[src/rtl/branch_resolve.sv]
// Branch resolution stage: captures a conditional branch, waits for the condition
// unit, then issues a fetch redirect on mispredict and reports the outcome.
module branch_resolve #(
    parameter int ADDR_WIDTH  = 32,
    parameter int COUNT_WIDTH = 16
) (
    input  logic                   clk,
    input  logic                   rst_n,
    input  logic                   in_valid,
    output logic                   in_ready,
    input  logic [ADDR_WIDTH-1:0]  instr_pc,
    input  logic [ADDR_WIDTH-1:0]  offset,
    input  logic                   predicted_taken,
    input  logic                   branch_condition,
    input  logic                   branch_code_legal,
    input  logic                   branch_valid,
    input  logic                   kill,
    output logic                   redirect_valid,
    input  logic                   redirect_ready,
    output logic [ADDR_WIDTH-1:0]  redirect_pc,
    output logic                   result_valid,
    input  logic                   result_ready,
    output logic                   result_taken,
    output logic                   result_mispredict,
    output logic                   result_illegal,
    output logic                   result_misaligned,
    output logic [COUNT_WIDTH-1:0] branch_count,
    output logic [COUNT_WIDTH-1:0] mispredict_count
);

    typedef enum logic [1:0] {
        S_IDLE,
        S_RESOLVE,
        S_REDIRECT,
        S_REPORT
    } state_t;

    state_t r_state;
    state_t w_state_next;

    logic [ADDR_WIDTH-1:0]  r_pc;
    logic [ADDR_WIDTH-1:0]  r_offset;
    logic                   r_pred;
    logic [ADDR_WIDTH-1:0]  r_redirect_pc;
    logic                   r_taken;
    logic                   r_mispredict;
    logic                   r_illegal;
    logic                   r_misaligned;
    logic [COUNT_WIDTH-1:0] r_branch_count;
    logic [COUNT_WIDTH-1:0] r_mispredict_count;

    logic [ADDR_WIDTH-1:0]  w_target;
    logic [ADDR_WIDTH-1:0]  w_fallthrough;
    logic [ADDR_WIDTH-1:0]  w_next_pc;
    logic                   w_misaligned;
    logic                   w_mispredict;
    logic                   w_resolving;
    logic                   w_legal_resolve;
    logic                   w_do_redirect;
    logic                   w_clear_flags;

    // Both sums wrap modulo 2^ADDR_WIDTH by construction.
    assign w_target        = r_pc + r_offset;
    assign w_fallthrough   = r_pc + ADDR_WIDTH'(4);
    assign w_next_pc       = branch_condition ? w_target : w_fallthrough;
    assign w_misaligned    = branch_condition && (w_target[1:0] != 2'b00);
    assign w_mispredict    = branch_condition ^ r_pred;

    // An illegal code resolves immediately; kill in the resolving cycle suppresses everything.
    assign w_resolving     = (r_state == S_RESOLVE) && !kill && (!branch_code_legal || branch_valid);
    assign w_legal_resolve = w_resolving && branch_code_legal;
    assign w_do_redirect   = w_legal_resolve && !w_misaligned && w_mispredict;
    assign w_clear_flags   = ((r_state != S_IDLE) && kill) || ((r_state == S_REPORT) && result_ready);

    always_ff @(posedge clk or negedge rst_n) begin
        if (!rst_n) begin
            r_state <= S_IDLE;
        end else begin
            r_state <= w_state_next;
        end
    end

    always_comb begin
        w_state_next = r_state;
        case (r_state)
            S_IDLE: begin
                if (in_valid) w_state_next = S_RESOLVE;
            end
            S_RESOLVE: begin
                if (kill)                    w_state_next = S_IDLE;
                else if (!branch_code_legal) w_state_next = S_REPORT;
                else if (branch_valid)       w_state_next = w_do_redirect ? S_REDIRECT : S_REPORT;
            end
            S_REDIRECT: begin
                if (kill)                w_state_next = S_IDLE;
                else if (redirect_ready) w_state_next = S_REPORT;
            end
            S_REPORT: begin
                if (kill || result_ready) w_state_next = S_IDLE;
            end
            default: w_state_next = S_IDLE;
        endcase
    end

    always_comb begin
        in_ready       = (r_state == S_IDLE);
        redirect_valid = (r_state == S_REDIRECT);
        result_valid   = (r_state == S_REPORT);
    end

    always_ff @(posedge clk or negedge rst_n) begin
        if (!rst_n) begin
            r_pc               <= '0;
            r_offset           <= '0;
            r_pred             <= 1'b0;
            r_redirect_pc      <= '0;
            r_taken            <= 1'b0;
            r_mispredict       <= 1'b0;
            r_illegal          <= 1'b0;
            r_misaligned       <= 1'b0;
            r_branch_count     <= '0;
            r_mispredict_count <= '0;
        end else begin
            if ((r_state == S_IDLE) && in_valid) begin
                r_pc     <= instr_pc;
                r_offset <= offset;
                r_pred   <= predicted_taken;
            end
            // Flags are latched at resolution and stay put through any redirect.
            if (w_resolving) begin
                r_illegal    <= !branch_code_legal;
                r_taken      <= branch_code_legal && branch_condition;
                r_mispredict <= branch_code_legal && w_mispredict;
                r_misaligned <= branch_code_legal && w_misaligned;
            end else if (w_clear_flags) begin
                r_illegal    <= 1'b0;
                r_taken      <= 1'b0;
                r_mispredict <= 1'b0;
                r_misaligned <= 1'b0;
            end
            if (w_do_redirect) begin
                r_redirect_pc <= w_next_pc;
            end
            if (w_legal_resolve && (r_branch_count != {COUNT_WIDTH{1'b1}})) begin
                r_branch_count <= r_branch_count + COUNT_WIDTH'(1);
            end
            if (w_do_redirect && (r_mispredict_count != {COUNT_WIDTH{1'b1}})) begin
                r_mispredict_count <= r_mispredict_count + COUNT_WIDTH'(1);
            end
        end
    end

    assign redirect_pc       = r_redirect_pc;
    assign result_taken      = r_taken;
    assign result_mispredict = r_mispredict;
    assign result_illegal    = r_illegal;
    assign result_misaligned = r_misaligned;
    assign branch_count      = r_branch_count;
    assign mispredict_count  = r_mispredict_count;

endmodule

[config.mk]
export PLATFORM = sky130hd
export DESIGN_NAME = branch_resolve
export DESIGN_NICKNAME = d
export VERILOG_FILES = /design/src/rtl/branch_resolve.sv
export SDC_FILE = /design/constraint.sdc
export NUM_CORES = 1
export LEC_CHECK = 0
export CORE_MARGIN = 2
export CORE_UTILIZATION = 48
export DETAILED_ROUTE_END_ITERATION = 7
export MAX_ROUTING_LAYER = met4
export PLACE_DENSITY = 0.86
export SLEW_MARGIN = 40
export SYNTH_ARGS = -nofsm -noshare
export SYNTH_HDL_FRONTEND = slang
export SYNTH_SLANG_ARGS = --single-unit
[constraint.sdc]
create_clock -name clk -period 2.5 [get_ports clk]
set_input_delay 0.375 -clock clk [delete_from_list [all_inputs] [get_ports clk]]
set_output_delay 0.375 -clock clk [all_outputs]
set_load 0.01 [all_outputs]
# After elaboration in Yosys (flattened, before gate mapping)
# Cells that the tools add are included.
# W data, S select, Z words.
[totals]
reg_bits = 135
latchBits = 0
ram_bits = 0
rom_bits = 0
n_memories = 0
[classes]
addsub = 4
n_mul = 0
div = 0
order_cmp = 0
eq_ne = 9
shifts = 0
n_mux = 15
n_bitwise = 1
reduce_logical = 25
[op_table]
columns = ["cell", "n"]
rows = [
  ["$add A16 B1 Y16 const B", 2],
  ["$add A32 B3 Y32 const B", 1],
  ["$add A32 B32 Y32", 1],
  ["$mux W32", 1],
  ["$ne A16 B16 Y1 const B", 2],
  ["$logic_and A1 B1 Y1", 14],
  ["$mux W2", 7],
  ["$pmux W2 S4", 1],
  ["$mux W1", 6],
  ["$reduce_bool A2 Y1", 3],
  ["$eq A2 B2 Y1 const B", 2],
  ["$ne A4 B4 Y1 const B", 1],
  ["$reduce_and A4 Y1", 1],
  ["$logic_not A1 Y1", 3],
  ["$logic_or A1 B1 Y1", 3],
  ["$ne A3 B2 Y1 const B", 1],
  ["$eq A2 B1 Y1 const B", 1],
  ["$logic_not A2 Y1", 1],
  ["$ne A2 B1 Y1 const B", 1],
  ["$ne A2 B2 Y1 const B", 1],
  ["$xor A1 B1 Y1", 1],
]

# Logic depth before layout (Yosys ltp)
[depth]
ltp_word = 11
depth_mapped = 10
ltp_nobuf = 10

# Least setup slack after synthesis
# No wires, ideal clock.
[synth_timing]
kind = "register -> register"
start = "register r_pc[0]"
end = "register r_redirect_pc[24] (netlist: redirect_pc[24])"
arrival_time_ns = 2.617
path_slack_ns = -0.196
path_stages_with_launch = 11
n_path_buf = 0
cell_sequence = "dfrtp_1 > ha_1 > fa_1 > a21oi_1 > o22ai_1 > o21ai_0 > nand2_1 > o41ai_1 > or2b_1 > mux2i_1 > a2bb2oi_1"
[synth_via]
elab_chain_len = 6
word_cells_on_any_way = 8
cone_classes = "add/sub: 2; mux: 1; reduce/logical: 5"
[synth_rtl]
columns = ["element", "line", "text"]
rows = [
  ["start: declaration", "41", "logic [ADDR_WIDTH-1:0] r_pc;"],
  ["start signal: assignment", "125", "r_pc <= instr_pc;"],
  ["$add A32 B32 Y32", "63", "assign w_target = r_pc + r_offset;"],
  ["$reduce_bool A2 Y1", "66", "assign w_misaligned = branch_condition && (w_target[1:0] != 2'b00);"],
  ["$logic_and A1 B1 Y1", "66", ""],
  ["$logic_not A1 Y1", "72", "assign w_do_redirect = w_legal_resolve && !w_misaligned && w_mispredict;"],
  ["$logic_and A1 B1 Y1 (2 in a row)", "72", ""],
  ["end signal: assignment", "142", "r_redirect_pc <= w_next_pc;"],
  ["end: declaration", "44", "logic [ADDR_WIDTH-1:0] r_redirect_pc;"],
]
# Several ways; a longest one is shown, not always the timed one.
# A chain may end at the register's enable or synchronous reset.

# Worst setup path after layout
[layout_timing]
start = "register r_offset[0]"
end = "register r_mispredict_count[15] (netlist: mispredict_count[15])"
[layout_via]
elab_chain_len = 7
[layout_rtl]
columns = ["element", "line", "text"]
rows = [
  ["start: declaration", "42", "logic [ADDR_WIDTH-1:0] r_offset;"],
  ["start signal: assignment", "126", "r_offset <= offset;"],
  ["$add A32 B32 Y32", "63", ""],
  ["$reduce_bool A2 Y1", "66", ""],
  ["$logic_and A1 B1 Y1", "66", ""],
  ["$logic_not A1 Y1", "72", ""],
  ["$logic_and A1 B1 Y1 (2 in a row)", "72", ""],
  ["$logic_and A1 B1 Y1", "147", "if (w_do_redirect && (r_mispredict_count != {COUNT_WIDTH{1'b1}})) begin"],
  ["end signal: assignment", "148", "r_mispredict_count <= r_mispredict_count + COUNT_WIDTH'(1);"],
  ["end: declaration", "50", "logic [COUNT_WIDTH-1:0] r_mispredict_count;"],
]
# Every way passes these cells.

==> flow_metrics.env <==
export IMPL_yosysUniqueCellTypes=72
export IMPL_ant_nets=0
export IMPL_cts_buffers=17
export IMPL_cp_common_cell="nor2_2"
export IMPL_rows=46
export IMPL_worstSetupPathType="reg -> reg"
export IMPL_rsz0062_at_grt="true"
export IMPL_fmax_mhz=385.3
export IMPL_gp_congestion=0.8933
export IMPL_cts_root_buf="clkbuf_16"
export IMPL_die_h_um=132.5
export IMPL_tightest_slew_ns=0.5404
export IMPL_slowest_stage="fa_2"
export IMPL_synthArstFlopShare=1.000
export IMPL_final_common_cell="clkdlybuf4s50_1"
export IMPL_period_share=1.038
export IMPL_pre_cts_ws_ns=-0.1830
export IMPL_violations="setup timing"
export IMPL_outcome="finished with violations"
export IMPL_cts_sinks=135
export IMPL_peakVddDrop_uv=818.1
export IMPL_ys_warn_count=0
export IMPL_critical_path_depth=10
export IMPL_post_route_util=0.7119
export IMPL_syn_instance_count=787
export IMPL_grt_max_degree=68
export IMPL_finClkSkew_ns=0.01142
export IMPL_syn_num_nets=896
export IMPL_vias=7183
export IMPL_cp_required_ns=2.80
export IMPL_wl_per_cell_um=17.91
export IMPL_critPathMaxStageDelay_ns=0.50
export IMPL_die_x_um=132.5
export IMPL_synth_ff_type="dfrtp_1"
export IMPL_core_area_um2=16000
export IMPL_path_clk_slew_ns=0.06
export IMPL_syn_area_per_cell_um2=10.08
export IMPL_grt_ovfl_total=0
export IMPL_dieArea_um2=17570
export IMPL_portBuffers=144
export IMPL_cp_num_buf_inv=0
export IMPL_clockBufferDepth=2
export IMPL_netlist_area_um2=7931
export IMPL_cpLargestDelayFamily="simple AND/OR/NAND/NOR gates"
export IMPL_end_kind="register"
export IMPL_synth_seq_cells=135
export IMPL_finalMaxSlewViolations=0
export IMPL_fin_nets=1141
export IMPL_dp_hpwl_mm=15.56
export IMPL_worst_path_max_fanout=3
export IMPL_drt_pass1_iter_count=5
export IMPL_setup_viol=8
export IMPL_layout_setup_ws_ns=-0.09542
export IMPL_antenna_found_initial=0
export IMPL_drc_errors=0
export IMPL_htreeDepth=4
export IMPL_r2r_cells=10
export IMPL_maxCapViolCount=0
export IMPL_routed_wl_mm=22.60
export IMPL_first_iter_violations=521
export IMPL_finalCriticalPeriod_ns=2.595
export IMPL_fillers=1144
export IMPL_grt_usage=0.2602
export IMPL_viasPerCell=5.692
export IMPL_final_cell_mix="clkdlybuf4s50_1 (142), dfrtp_1 (135), buf_4 (103)"
export IMPL_path_cells="ha_2, fa_2, nor4b_4, nor2_2, nor2_2, o31a_2, nand4_1, nor2_1, nand3_1, xnor2_1"
export IMPL_r2r_slack_ns=-0.1
export IMPL_layout_drive_gt1_share=0.2660
export IMPL_first_global_vias=7247
export IMPL_synth_seq_area_share=0.4259
export IMPL_holdCritPathClass="in -> reg"
export IMPL_grt_pass1_wl_mm=35.65
export IMPL_power_density_nw_per_um2=1455
export IMPL_holdPathStages=4
export IMPL_hold_worst_slack_ns=0.4545
export IMPL_clk_latency_ns=0.42
export IMPL_cts_tree="yes"
export IMPL_leakagePower_uw=0.004925
export IMPL_crit_path_start_kind="register"
export IMPL_synth_edff_count=0
export IMPL_initial_core_util=0.4957
export IMPL_num_io_pins=145
export IMPL_slew_limit_headroom=0.6398
export IMPL_layoutNonFillerInstCount=1262
export IMPL_area_growth_syn_to_layout_pct=43.62
export IMPL_final_hold_viol_count=0
export IMPL_placed_cells=1211
export IMPL_fin_tns_setup_ns=-0.2205
export IMPL_crit_arrival_ns=2.90
final cells by class:
cell class	count	area [um2]	area share
Antenna cell	1	2.502	0.0002197
Clock buffer	21	470.5	0.04130
Clock inverter	11	147.6	0.01296
Inverter	14	52.55	0.004613
Multi-Input combinational cell	609	4743	0.4164
Sequential cell	135	3378	0.2966
Tap cell	216	270.3	0.02373
Timing Repair Buffer	255	2326	0.2042
worst min-delay path: cells and delay by family:
kind / cells / cell delay, ns
buffers and inverters: 2 / 0.32
AND/OR/NAND/NOR: 2 / 0.15
kinds of logic (layout without fill, tap and decap cells):
kind of cell	count (synthesis)	count (layout)	share of synthesized area
buf+inv	43	301	0.02256
simple gates	250	250	0.1620
fa+ha+maj	35	35	0.05616
xor+xnor	76	76	0.08393
other cells	0	1	0
compound gates	173	173	0.1442
mux	75	75	0.1052
flops	135	135	0.4259
metal layers:
| metal | up-vias | part of all wire | GRT usage |
|---|---|---|---|
| met3 | 73 | 0.053 | 0.05402 |
| met4 | 0 | 0.032 | 0.09916 |
| li1 | 3355 | - | - |
| met5 | - | 0 | - |
| met1 | 3483 | 0.41 | 0.3130 |
| met2 | 272 | 0.51 | 0.4312 |
path summary, 6_finish.rpt:
check,from,end
min in group asynchronous,rst_n,r_pc[19]
max in group asynchronous,rst_n,redirect_pc[2]
setup / recovery,r_offset[0],mispredict_count[15]
setup reg to reg,r_offset[0],mispredict_count[15]
hold reg to reg,redirect_pc[2],redirect_pc[2]
hold / removal,branch_condition,result_taken
state kept, by name, summed over array words and instances, names as in the netlist:
register	cells
branch_count	16
mispredict_count	16
r_offset	32
r_pc	32
r_pred	1
r_state	2
redirect_pc	32
result_illegal	1
result_misaligned	1
result_mispredict	1
result_taken	1
timing repair:
item | in CTS | in global routing
pin swaps | 15 | 40
buffers inserted | 4 | 13
resized for setup | 15 | 52
setup endpoints to repair | 11 | 25
hold buffers | 1 | 0
endpoints found under the hold margin | 55 | 0
cells in the mapped netlist (all sizes together) (4+ instances only):
master | instances | area share
dfrtp | 135 | 0.43
nand2 | 80 | 0.038
mux2 | 67 | 0.095
nor2 | 50 | 0.024
o21ai | 50 | 0.032
xnor2 | 44 | 0.049
a21oi | 38 | 0.024
nand3 | 35 | 0.023
ha | 34 | 0.054
xor2 | 32 | 0.035
a21o | 19 | 0.018
clkbuf | 18 | 0.0085
nor3 | 16 | 0.011
nand4 | 15 | 0.015
and3 | 14 | 0.011
inv | 14 | 0.0066
buf | 11 | 0.0074
nor2b | 10 | 0.0079
a22oi | 8 | 0.0076
mux2i | 8 | 0.010
and2 | 6 | 0.0047
nor4 | 6 | 0.011
a211oi | 5 | 0.0047
a31oi | 5 | 0.0039
o211ai | 5 | 0.0047
o21bai | 5 | 0.0047
o21a | 4 | 0.0038
or3 | 4 | 0.0033
stage by stage:
| stage | instance area [um2] | power (uW) |
|---|---|---|
| floorplan | 7956 | 9139 |
| global placement | 10280 | 12250 |
| detailed placement | 10280 | 12470 |
| CTS | 11040 | 15580 |
| global route | 11390 | 17590 |
| finish | 11390 | 16570 |
power breakdown:
group          internal (uW)  switching, uW  total, uW
Clock                   1650            961       2610
Combinational           5200           5000      10200
Sequential              3020            733       3760
Total                   9870           6700      16600
Power figures use the tool's default switching activity.
==> patch 1, RTL diff (same flow settings) <==
Set the parameter `COUNT_WIDTH` to 12 (it was 16).
--- a/src/rtl/branch_resolve.sv
+++ b/src/rtl/branch_resolve.sv
@@ -3,5 +3,5 @@
 module branch_resolve #(
     parameter int ADDR_WIDTH  = 32,
-    parameter int COUNT_WIDTH = 16
+    parameter int COUNT_WIDTH = 12
 ) (
     input  logic                   clk,
Ports: changed (resized branch_count and mispredict_count); port bits go from 145 to 137. The function was not compared with the original's and may differ.
==> patch 1 against the unedited design <==
The run still ends with negative setup slack left. Cell area fell by 6.7%. Non-clock buffer count fell by 5. Synthesized area fell by 9.3%. Sequential power fell by 4%. Sequential share of layout area rose by 0.25 points. Utilization rose by 1.6 points. Power fell by 2.1%. Setup slack got worse by 0.17 ns. Routed wire length fell by 11%. Sequential cell count fell by 8. Via count fell by 11%.
==> patch 1: results (changes against the unedited design) <==
* Post-cts resize count: 27 (+12)
- HPWL Detailed: 14.0 mm (-10%)
- Biggest cell delay along the critical path: 0.39 ns (-0.11 ns)
* Signal buf overhead: 21.5% (+1.0 points)
* Worst setup skew after layout: 0.00734 ns (-0.00408 ns)
- The arrival time at the worst endpoint came to 3.11 ns (+0.21 ns).
- Synth cell types: 58 (-19%)
- The setup TNS is -2.17 ns (-1.95 ns).
* Final setup violating endpoints: 13 (+5)
- Post-route total power: 16.2 mW (-2.1%)
* Result of the run: complete, but fails checks
* Fin worst setup slack: -0.266 ns (-0.170 ns)
* CP max FO: 2 (-1)
- Clock tree buffer count of the final layout: 18 (-14%)
- Ant diodes: 0 (-1)
- The synthesized area per cell came to 10.2 µm² (+1.1%).
* Inverter count of the layout excluding clock inverters: 6 (-8)
- The sum of met2 wire segment lengths after detailed routing is 10.3 mm (-10%).
- Final-layout worst hold slack: 0.391 ns (-0.0637 ns)
- The filler cell count in the final layout is 981 (-14%).
* Slew at the pin with the worst max-slew slack: 0.425 ns (-0.116 ns)
- The setup slack at placement came to -0.214 ns (-0.0308 ns).
- The via count of the first global-routing pass came to 6666 (-8.0%).
* Cell type of the slowest stage on the worst timing path: dfrtp_1
- The die area is 0.0160 mm² (-9.0%).
* Multi-input combinational area share: 40.8% (-0.85 points)
- The commonest cells after synthesis are dfrtp_1 (127), mux2_2 (66), nand2_1 (63).
- Launch point of the worst path: r_pc[0]$_DFFE_PN0P_
* Iteration-0 DRC count of the detailed router: 450 (-14%)
- The fraction of area in clock buffers and inverters was 5.46% (+0.037 points).
* Sequential share of the synthesized area: 44.2% (+1.6 points)
- Multi-input logic cell count: 550 (-9.7%)
* Peak ir drop on the vdd network: 0.000789 V (-3.6%)
- PD cells: 1530 mW/mm² (+4.9%)
* Detailed-route wire length per cell: 17.6 µm (-1.9%)
- The share of final-layout standard cells stronger than drive strength 1 was 29.7% (+3.1 points).
- The area after detailed placement came to 0.00960 mm² (-6.6%).
* Router iterations before antenna repair: 4 (-1)
* Int Pwr: 9.70 mW (-1.8%)
- The checks that failed: negative setup slack.
- Net count after synthesis: 815 (-9.0%)
- Post-CTS Setup Repair Bufs: 17 (+13)
* Part of the total power dissipated in sequential elements: 22.3% (-0.4 points)
* Largest net degree at the start of global routing: 67 (-1.5%)
- Classification of the worst-slack hold path: in2async
- Number of placed instances with taps included: 1097 (-9.4%)
- Leakage power total: 4.70 nW (-4.6%)
* Global router's overall resource usage: 26.5% (+0.44 points)
- # port buffers: 136 (-5.6%)
* R2r startpoint: r_pc[0]$_DFFE_PN0P_
* Wire length of the first global-routing pass: 32.9 mm (-7.6%)
* Routed met3 length: 933 µm (-22%)
- The routed metal-1 wirelength was 8.57 mm (-7.3%).
- Worst reg-to-reg path cell count: 12 (+2)
patch 1: cell types whose count changed after synthesis, sizes merged, moves of 5 or more:
cell,before,now
nand2,80,63
a21oi,38,54
nand3,35,24
nor3,16,5
dfrtp,135,127
inv,14,6
buf,11,4
nor2b,10,4
nor4,6,0
a21o,19,24
a22oi,8,3
nand4,15,10
patch 1: cells by family after synthesis:
logic type               count (synthesis)  synth area share [%]
buffers and inverters                   29                  1.56
adder cells (fa/ha/maj)                 35                  6.19
XOR/XNOR                                73                  8.89
flip-flops                             127                  44.2
multiplexers                            72                  11.2
AND/OR/NAND/NOR                        197                  12.8
AO/OA/AOI/OAI                          173                  15.2
patch 1: metal layers:
| layer | global-route usage, % | vias to the layer above |
|---|---|---|
| met5 | - | - |
| met3 | 5.48 | 38 |
| met2 | 45.0 | 186 |
| met1 | 31.6 | 3120 |
| li1 | - | 3042 |
| met4 | 8.53 | 0 |
==> patch 2, RTL diff (same flow settings) <==
Without the edit above. Register the output `mispredict_count` once more, cleared by the reset; this adds one clock of latency there. The other outputs are not delayed to match.
--- a/src/rtl/branch_resolve.sv
+++ b/src/rtl/branch_resolve.sv
@@ -157,5 +157,11 @@
     assign result_misaligned = r_misaligned;
     assign branch_count      = r_branch_count;
-    assign mispredict_count  = r_mispredict_count;
+    always_ff @(posedge clk or negedge rst_n) begin
+        if (!rst_n) begin
+            mispredict_count <= '0;
+        end else begin
+            mispredict_count <= r_mispredict_count;
+        end
+    end
 
 endmodule
Behaviour: not the same (a bounded check fails within 4 cycles, from zero or initial values and one cycle with rst_n low).
==> patch 2 against the unedited design <==
Routed wire length down 2.3%. Power increased by 3.8%. Fmax is 0.49% higher. Non-clock buffer count increased by 4. Setup slack improved by 0.013 ns. Synthesized area rose by 2.0%. Sequential cell count up 16. Highest routed layer unchanged. Via count fell by 2.6%. The flow still finishes with violations (negative setup slack). Cell area rose by 2.3%.
==> patch 2: results (changes against the unedited design) <==
* Result of the run: complete, but fails checks
- The final reports fail on negative setup slack.
- Iteration-0 DRC count of the detailed router: 473 (-9.2%)
- Wire length of the first global-routing pass: 35.4 mm (-0.72%)
- For this run, the leading register cell type out of synthesis is dfrtp_1.
* Ant diodes: 0 (-1)
* Leakage power total: 5.02 nW (+2.0%)
* Top cells by area in the synthesized netlist: dfrtp_1 (47%), mux2_2 (9.0%), xnor2_1 (6.2%)
- The worst hold path belongs to the class reg2reg.
- Number of buffers created by CTS: 17 (unchanged)
* Cell type of the slowest stage on the worst timing path: dfrtp_1
- Biggest cell delay along the critical path: 0.41 ns (-0.09 ns)
* Final setup violating endpoints: 6 (-2)
* Peak ir drop on the vdd network: 0.000780 V (-4.7%)
- The via count of the first global-routing pass is 7087 (-2.2%).
- Synth top cells by count: dfrtp_1 (151), nand2_1 (71), mux2_2 (65)
- Vias after detailed routing: 6999 (-2.6%)
- The number of library cell types mapped by synthesis is 60 (-17%).
- The arrival time at the worst endpoint was 2.95 ns (+0.05 ns).
- The number of placed instances with taps included was 1205 (-0.50%).
- The share of synthesized area occupied by flip-flops and latches is 46.7% (+4.1 points).
- The synthesized area per cell was 10.3 µm² (+2.6%).
- Wire length reported by the detailed router: 22.1 mm (-2.3%)
- Clock latency on the worst-skew pair: 0.44 ns (+0.02 ns)
- Fin worst setup slack: -0.0828 ns (+0.0126 ns)
- Total Neg Setup Slack: -0.226 ns (-0.00513 ns)
* HPWL Detailed: 15.4 mm (-1.0%)
* Worst setup skew after layout: 0.00995 ns (-0.00147 ns)
- Net count after synthesis: 891 (-0.56%)
- Among cell families on the critical path, the largest total delay comes from compound AO/OA/AOI/OAI gates.
- The maximum number of pins on one net before global-route repair came to 67 (-1.5%).
- The fraction of registers with async set/reset came to 100% (unchanged).
- The transition time at the pin with the least slew margin is 0.605 ns (+0.0651 ns).
* Layout cell share with drive strength beyond 1: 27.2% (+0.58 points)
* Final-layout fill cell count: 1122 (-1.9%)
patch 2: cell count changes after synthesis, moves of 4 or more:
cell and delta:
xor2_1 -4, a21oi_1 +15, nand2_1 -9, and4_1 +7
clkbuf_1 +8, nor2_1 +5, dfrtp_1 +16, a21o_1 -6
nor2b_1 -8, nand3_1 +5, xnor2_1 +13, nor3_1 -7
patch 2: cell type report:
class | instances | share of cell area (%)
Clock inverter | 15 | 1.34
Timing Repair Buffer | 259 | 20.4
Inverter | 15 | 0.483
Multi-Input combinational cell | 584 | 39.4
Clock buffer | 17 | 3.65
Sequential cell | 151 | 32.4
Tap cell | 220 | 2.36
patch 2: logic make-up after synthesis:
| group | after synthesis | share of synthesized area [%] |
|---|---|---|
| buffers and inverters | 47 | 2.29 |
| XOR/XNOR | 85 | 9.20 |
| AO/OA/AOI/OAI | 167 | 13.0 |
| flip-flops | 151 | 46.7 |
| AND/OR/NAND/NOR | 226 | 13.5 |
| multiplexers | 71 | 9.79 |
| adder cells (fa/ha/maj) | 35 | 5.51 |
patch 2: routing by layer:
metal	up-vias	GRT usage [%]	routed length, µm	part of all wire, %
met4	0	11.2	803	3.6
met2	245	41.1	10800	49
met5	-	-	0	0
li1	3294	-	-	-
met3	56	4.84	1030	4.7
met1	3404	32.2	9420	43
patch 2: power by group:
| group | switching (mW) | internal [mW] |
|---|---|---|
| clock network | 1.14 | 1.41 |
| registers | 0.771 | 3.29 |
| logic | 4.97 | 5.62 |
patch 2: through the flow:
stage                     total power, mW  util (%)  hold WS [ns]  setup WS, ns  cell area, µm²
after floorplan                      9.31         -        0.0794       -0.0455            8160
final                                17.2      70.5         0.431       -0.0828           11600
after detailed placement             12.7      63.3         0.406        -0.177           10500
after CTS                            16.2      68.9         0.427       -0.0605           11400
after global placement               12.5      63.3         0.403       -0.0914           10500
after global routing                 18.2      70.5         0.436        -0.214           11600
patch 2: final timing paths:
path	startpoint	end	slack, ns	cells after the start
setup / recovery	r_offset[8]$_DFFE_PN0P_	redirect_pc[23]$_DFFE_PN0P_	-0.08	10
hold / removal	r_mispredict_count[7]$_DFFE_PN0P_	mispredict_count[7]$_DFF_PN0_	0.43	0
max in group asynchronous	rst_n	r_pc[14]$_DFFE_PN0P_	1.25	3
setup reg to reg	r_offset[8]$_DFFE_PN0P_	redirect_pc[23]$_DFFE_PN0P_	-0.08	10
min in group asynchronous	rst_n	branch_count[7]$_DFFE_PN0P_	0.51	2
hold reg to reg	r_mispredict_count[7]$_DFFE_PN0P_	mispredict_count[7]$_DFF_PN0_	0.43	0
patch 2: what timing repair did:
item	4_1_cts	5_1_grt
hold buffers	1	0
gates resized for setup	30	47
setup endpoints to repair	19	26
setup buffers	13	11
pin swaps	24	33
endpoints found under the hold margin	62	0
